## config.mk

```make
export PLATFORM = sky130hd
export DESIGN_NAME = clk_gate_ctrl
export DESIGN_NICKNAME = d
export VERILOG_FILES = /design/src/rtl/clk_gate_ctrl_pkg.sv /design/src/rtl/clk_gate_ctrl.sv
export SDC_FILE = /design/constraint.sdc
export NUM_CORES = 1
export LEC_CHECK = 0
export BUFFER_PORTS_ARGS = -buffer_cell sky130_fd_sc_hd__clkbuf_2
export CAP_MARGIN = 10
export CORE_ASPECT_RATIO = 1.5
export CORE_MARGIN = 2
export CORE_UTILIZATION = 25
export DETAILED_ROUTE_END_ITERATION = 7
export PLACE_DENSITY = 0.56
export SETUP_SLACK_MARGIN = 0.15
export SLEW_MARGIN = 20
export SYNTH_ARGS = -nofsm -noshare
export SYNTH_HDL_FRONTEND = slang
export SYNTH_SLANG_ARGS = --single-unit
```

## constraint.sdc

```tcl
create_clock -name clk_i -period 2.4 [get_ports clk_i]
set_clock_uncertainty 0.1 [all_clocks]
set_input_delay 0.48 -clock clk_i [delete_from_list [all_inputs] [get_ports clk_i]]
set_output_delay 0.48 -clock clk_i [all_outputs]
set_load 0.01 [all_outputs]
```

## src/rtl/clk_gate_ctrl_pkg.sv

```systemverilog
// clk_gate_ctrl_pkg
//   Shared types for the clock-gate controller.
//   clk_gate_state_e : controller state (RUN, GATED, WAKE).
package clk_gate_ctrl_pkg;

  typedef enum logic [1:0] {
    RUN   = 2'd0,  // downstream clock running, idle counter active
    GATED = 2'd1,  // downstream clock stopped
    WAKE  = 2'd2   // clock re-enabled, waiting for it to settle
  } clk_gate_state_e;

endpackage : clk_gate_ctrl_pkg

```

## src/rtl/clk_gate_ctrl.sv

```systemverilog
// clk_gate_ctrl
//   Idle-detecting controller driving the en_i input of the tc_clk_gating
//   cell that guards one downstream clock domain. Lives in the free-running
//   clock domain. Counts consecutive idle cycles of the consumer, stops the
//   downstream clock after a programmable threshold, restarts it on demand
//   and holds off upstream grants until the clock has settled.
//
// Ports
//   clk_i              free-running (ungated) clock
//   rst_i              synchronous, active-high reset
//   cfg_en_i           auto-gating enable (0 keeps the clock running)
//   cfg_idle_thresh_i  idle cycles before gating (0 = never gate)
//   test_mode_i        DFT mode: inhibits gating and forces wake
//   busy_i             downstream consumer busy
//   req_i              upstream request, held until granted
//   gnt_o              request accepted this cycle
//   clk_en_o           to tc_clk_gating.en_i, straight from a flop
//   gated_o            status: controller is in GATED
//   wake_cnt_o         saturating count of GATED->WAKE transitions
module clk_gate_ctrl
  import clk_gate_ctrl_pkg::*;
#(
  parameter int unsigned CntWidth  = 8,
  parameter int unsigned WakeDelay = 2,
  parameter int unsigned StatWidth = 16
) (
  input  logic                 clk_i,
  input  logic                 rst_i,
  input  logic                 cfg_en_i,
  input  logic [CntWidth-1:0]  cfg_idle_thresh_i,
  input  logic                 test_mode_i,
  input  logic                 busy_i,
  input  logic                 req_i,
  output logic                 gnt_o,
  output logic                 clk_en_o,
  output logic                 gated_o,
  output logic [StatWidth-1:0] wake_cnt_o
);

  // Settle counter only has to hold WakeDelay-1.
  localparam int unsigned SettleWidth = (WakeDelay > 1) ? $clog2(WakeDelay) : 1;
  localparam logic [SettleWidth-1:0] SettleLoad = SettleWidth'(WakeDelay - 1);

  clk_gate_state_e        state_q, state_d;
  logic [CntWidth-1:0]    idle_cnt_q, idle_cnt_d;
  logic [SettleWidth-1:0] settle_q, settle_d;
  logic [StatWidth-1:0]   wake_cnt_q, wake_cnt_d;

  // Dedicated enable flop: the gate input must never see decode glitches,
  // so it is kept separate from the state register.
  (* keep = "true" *) logic clk_en_q;

  logic              idle;
  logic              inhibit;
  logic [CntWidth:0] cnt_inc;
  logic              thresh_met;

  assign idle    = !busy_i && !req_i;
  assign inhibit = !cfg_en_i || test_mode_i || (cfg_idle_thresh_i == '0);

  // One extra bit so the threshold compare is exact even at cnt = all-ones.
  assign cnt_inc    = {1'b0, idle_cnt_q} + (CntWidth + 1)'(1);
  assign thresh_met = cnt_inc >= {1'b0, cfg_idle_thresh_i};

  // NOTE: every signal written here gets a default first, so no path can
  // leave one unassigned and infer a latch.
  always_comb begin
    state_d    = state_q;
    idle_cnt_d = idle_cnt_q;
    settle_d   = settle_q;
    wake_cnt_d = wake_cnt_q;

    unique case (state_q)
      RUN: begin
        if (idle && !inhibit) begin
          if (thresh_met) begin
            state_d    = GATED;
            idle_cnt_d = '0;
          end else if (!(&idle_cnt_q)) begin
            idle_cnt_d = idle_cnt_q + CntWidth'(1);
          end
        end else begin
          // Any activity or inhibit restarts the idle run.
          idle_cnt_d = '0;
        end
      end

      GATED: begin
        if (req_i || busy_i || inhibit) begin
          state_d  = WAKE;
          settle_d = SettleLoad;
          if (!(&wake_cnt_q)) begin
            wake_cnt_d = wake_cnt_q + StatWidth'(1);
          end
        end
      end

      WAKE: begin
        // Inputs are deliberately ignored until the clock has settled.
        if (settle_q == '0) begin
          state_d = RUN;
        end else begin
          settle_d = settle_q - SettleWidth'(1);
        end
      end

      default: begin
        state_d    = RUN;
        idle_cnt_d = '0;
        settle_d   = '0;
      end
    endcase
  end

  // NOTE: sequential state uses non-blocking assignments so every flop
  // samples the pre-edge values regardless of statement order.
  always_ff @(posedge clk_i) begin
    if (rst_i) begin
      state_q    <= RUN;
      idle_cnt_q <= '0;
      settle_q   <= '0;
      wake_cnt_q <= '0;
      // Clock stays enabled in reset so downstream resets propagate.
      clk_en_q   <= 1'b1;
    end else begin
      state_q    <= state_d;
      idle_cnt_q <= idle_cnt_d;
      settle_q   <= settle_d;
      wake_cnt_q <= wake_cnt_d;
      clk_en_q   <= (state_d != GATED);
    end
  end

  assign gnt_o      = (state_q == RUN) && req_i;
  assign clk_en_o   = clk_en_q;
  assign gated_o    = (state_q == GATED);
  assign wake_cnt_o = wake_cnt_q;

endmodule : clk_gate_ctrl

```

# --- After elaboration in Yosys (flattened, before gate mapping) ---
# Index checks and enable logic that the tools add are counted.
op_classes:
  add_sub_neg: 4
  n_mul: 0
  div: 0
  order_cmp: 1
  n_eq_ne: 5
  shifts: 0
  mux: 12
  bitwise: 3
  reduce_logical: 19
op_table:
  columns: ["op", "n"]
  rows:
  - ["$mux W8", 3]
  - ["$add A16 B1 Y16 const B", 1]
  - ["$pmux W8 S2", 1]
  - ["$reduce_and A16 Y1", 1]
  - ["$add A8 B1 Y9 const B", 1]
  - ["$ge A9 B8 Y1", 1]
  - ["$add A8 B1 Y8 const B", 1]
  - ["$logic_not A8 Y1", 1]
  - ["$mux W2", 4]
  - ["$reduce_and A8 Y1", 1]
  - ["$pmux W2 S3", 1]
  - ["$logic_not A1 Y1", 4]
  - ["$logic_or A1 B1 Y1", 4]
  - ["$ne A2 B1 Y1 const B", 2]
  - ["$ne A4 B4 Y1 const B", 1]
  - ["$reduce_and A2 Y1", 2]
  - ["$logic_and A1 B1 Y1", 3]
  - ["$not A1 Y1", 3]
  - ["$pmux W1 S3", 1]
  - ["$reduce_and A3 Y1", 1]
  - ["$eq A2 B1 Y1 const B", 1]
  - ["$eq A2 B2 Y1 const B", 1]
  - ["$logic_not A2 Y1", 1]
  - ["$mux W1", 2]
  - ["2 further kinds", 2]
totals:
  register_bits: 28
  latchBits: 0
  ramBits: 0
  mem_bits_ro: 0
  input_bits: 14
  output_inout_bits: 19
  elab_cells: 49
  mem_count: 0

# --- Depth between registers and ports, before layout ---
depth:
  ltp_word: 8
  mapped_depth: 11
  depth_no_buf: 10

# --- Least setup slack after synthesis ---
# OpenSTA, ideal clock, no wires.
synth_timing:
  kind: "register to register"
  startpoint: "register idle_cnt_q[2]"
  endpoint: "register idle_cnt_q[1]"
  setup_ps: 61
  t_arrival_ps: 2369
  required_ps: 2239
  setup_slack_ps: -130
  path_stages_with_launch: 11
  n_path_buf: 0
  synth_period_minus_slack_ps: 2530
  path_cell_list: "dfxtp_1 nand3_1 nor2_1 and3_1 xor2_1 ha_1 and3_1 a221oi_1 o21a_1 and2_1 a32o_1"
synth_between:
  elab_chain_len: 5
  word_cells_on_any_way: 8
  cone_classes: "add/sub: 1; order compare: 1; eq/ne: 1; mux: 3; reduce/logical: 2"
synth_rtl:
  columns: ["item", "line", "source"]
  rows:
  - ["start, declared", "clk_gate_ctrl.sv:45", "logic [CntWidth-1:0] idle_cnt_q, idle_cnt_d;"]
  - ["start signal, assigned", "clk_gate_ctrl.sv:127", "idle_cnt_q <= idle_cnt_d;"]
  - ["$add A8 B1 Y9", "clk_gate_ctrl.sv:62", "assign cnt_inc = {1'b0, idle_cnt_q} + (CntWidth + 1)'(1);"]
  - ["$ge A9 B8 Y1", "clk_gate_ctrl.sv:63", "assign thresh_met = cnt_inc >= {1'b0, cfg_idle_thresh_i};"]
  - ["$mux W8", "clk_gate_ctrl.sv:76", "if (thresh_met) begin"]
  - ["$mux W8", "clk_gate_ctrl.sv:75", "if (idle && !inhibit) begin"]
  - ["$pmux W8 S2", "clk_gate_ctrl.sv:73", "unique case (state_q)"]
# Parallel ways exist; a longest one is shown, timed or not.
# A chain may end at the register's enable or synchronous reset.

# --- Worst setup path in the final report ---
layout_timing:
  startpoint: "register idle_cnt_q[0]"
  endpoint: "register idle_cnt_q[7]"
layout_between:
  elab_chain_len: 5
  word_cells_on_any_way: 10
  cone_classes: "add/sub: 2; order compare: 1; eq/ne: 1; mux: 4; reduce/logical: 2"
layout_rtl:
  columns: ["item", "line"]
  rows:
  - ["$add A8 B1 Y9 or $add A8 B1 Y8 (tied branches)", "clk_gate_ctrl.sv:62, clk_gate_ctrl.sv:80"]
  - ["$ge A9 B8 Y1 or $mux W8 (tied branches)", "clk_gate_ctrl.sv:63, clk_gate_ctrl.sv:79"]
  - ["$mux W8", "clk_gate_ctrl.sv:76"]
  - ["$mux W8", "clk_gate_ctrl.sv:75"]
  - ["$pmux W8 S2", "clk_gate_ctrl.sv:73"]
# Parallel ways exist; a longest one is shown, timed or not. The select of a mux whose other input is x is not followed.

==> metrics.yaml <==
layout:
  synthToLayoutAreaGrowth_pct: 34.59
  fillers: 708
  insertedDiodeCount: 0
  final_common_cell: "clkbuf_2"
  final_cell_mix: "clkbuf_2, buf_4, dfxtp_1"
  layout-drive-gt1-share: 0.3504
  final_nets: 283
  fin_util: 0.3436
placement:
  io_buffers: 32
  dp_hpwl_um: 3321
  place_congestion: 0.7427
pwr:
  power_uw: 882.8
  power_per_cell_area_mw_per_mm2: 380.2
  vdd_ir_drop_max_mv: 0.2715
  pwr-share-seq: 0.524
  comb_power_share: 0.058
  pwr-share-clk: 0.418
  p_sw_frac: 0.1969
  intPower_uw: 709.0
  leakagePower_uw: 0.001025
  p_sw_uw: 173.8
clock_network:
  cts_hold_buf: 0
  cts-buffers-inserted: 3
  h-tree-depth: 1
  cts_sinks: 28
  root_buffer: "clkbuf_8"
  clock_latency_ns: 0.27
  clk_pin_slew_ns: 0.10
  cts_tree: "built"
  max-clock-path-buffers: 2
floorplanning:
  rows: 37
  dieArea_mm2: 0.007596
  ios: 33
  die_h_um: 105.7
  die_w_um: 71.83
  start_util: 0.2553
  design.core.area_mm2: 0.006759
synth:
  synth_nets: 226
  syn_inst: 198
  ys_warn_count: 0
  syn_area_mm2: 0.001725
  avgSynthCellArea_um2: 8.714
global_route:
  antenna_found_initial: 0
  grt_max_degree: 17
  grt_pass1_vias: 1574
  grt_pass1_wl_um: 7155
  grt.total_usage: 0.1161
  grt_remaining_overflow: 0
detailed_routing:
  vias: 1631
  wl_per_cell_um: 12.34
  antenna_left: 0
  drc: 0
  viasPerCell: 4.913
  drtPass1Iterations: 4
  drtIter0Drc: 53
  routed_wl_um: 4098
timing:
  setup_viol: 0
  whs_ns: 0.4047
  drv_slew: 0
  min_period_ns: 2.325
  finalSetupTns_ns: 0
  max_freq_ghz: 0.4301
  hold_viol_final: 0
  tightest_slew_ns: 0.5664
  fin_crit_sh: 0.9687
  maxSlewHeadroom: 0.6217
  rsz0062_at_grt: "true"
status:
  status: "finished clean"
worst_hold_path:
  hp-start: "wake_cnt_o[10]$_SDFFE_PP0P_"
  min_path_type: "register to register"
worst_setup_path:
  cp-end-kind: "register"
  arrival_ns: 2.45
  cp_max_fo: 7
  cp-start-kind: "register"
  cp.required_ns: 2.52
  reg2reg_from: "idle_cnt_q[0]$_SDFFE_PP0P_"
  crit_start: "idle_cnt_q[0]$_SDFFE_PP0P_"
  path_class: "register to register"
run:
  max-cap-violations: 0
-- state kept, by name, summed over array words and instances (netlist names) --
name,count
wake_cnt_o,16
idle_cnt_q,8
state_q,2
clk_en_o,1
settle_q,1
-- power by group through the flow --
stage                     combinational [uW]  sequential, uW  clock [uW]
after global routing                    58.1             463         397
final                                   50.9             463         369
after global placement                  50.1             476           0
after floorplan                         26.6             476           0
after detailed placement                51.3             476           0
after CTS                               51.9             463         382
-- cell type report --
type                    instances  area, um2  area share
clock buffers                   3      41.29     0.01778
clock inverters                 1      30.03     0.01293
inverters                      11      41.29     0.01778
multi-input cells             153       1181      0.5086
flip-flops and latches         28      575.6      0.2478
well taps                      78      97.59     0.04203
repair buffers                 58      355.3      0.1530
-- per-layer routing --
metal | vias up | wire (um) | global-route usage
met5 | - | 0 | 0
met4 | 0 | 32 | 0.03774
met3 | 2 | 150 | 0.01530
met2 | 31 | 2171 | 0.2130
met1 | 764 | 1744 | 0.1353
li1 | 834 | - | -
-- worst max-delay path: stages (launching register included) --
cell      delay (ns)
dfxtp_4         0.39
nand3_4         0.09
nor2_4          0.10
and3_4          0.19
xor2_2          0.16
ha_1            0.26
and3_4          0.16
a221oi_2        0.24
o21a_2          0.24
and2_4          0.19
a32o_1          0.16
-- final timing paths --
path | cells past startpoint | end | slack [ns]
worst min-delay path | 2 | wake_cnt_o[10]$_SDFFE_PP0P_ | 0.40
worst min register to register | 2 | wake_cnt_o[10]$_SDFFE_PP0P_ | 0.40
worst max-delay path | 10 | idle_cnt_q[7]$_SDFFE_PP0P_ | 0.08
worst max register to register | 10 | idle_cnt_q[7]$_SDFFE_PP0P_ | 0.08
-- metrics by stage --
step	area, um2	std cells	setup slack, ns
finish	2322	332	0.07511
CTS	2305	330	0.05226
global route	2322	332	-0.09166
detailed placement	2157	324	-0.08451
global placement	2157	324	-0.06149
floorplan	1767	198	0.08426
-- timing repair --
item / CTS / global route
pin swaps: 6 / 9
buffers inserted: 2 / 2
gates resized for setup: 16 / 2
setup endpoints to repair: 11 / 11
Note: power is estimated with default switching activity, not from simulation.
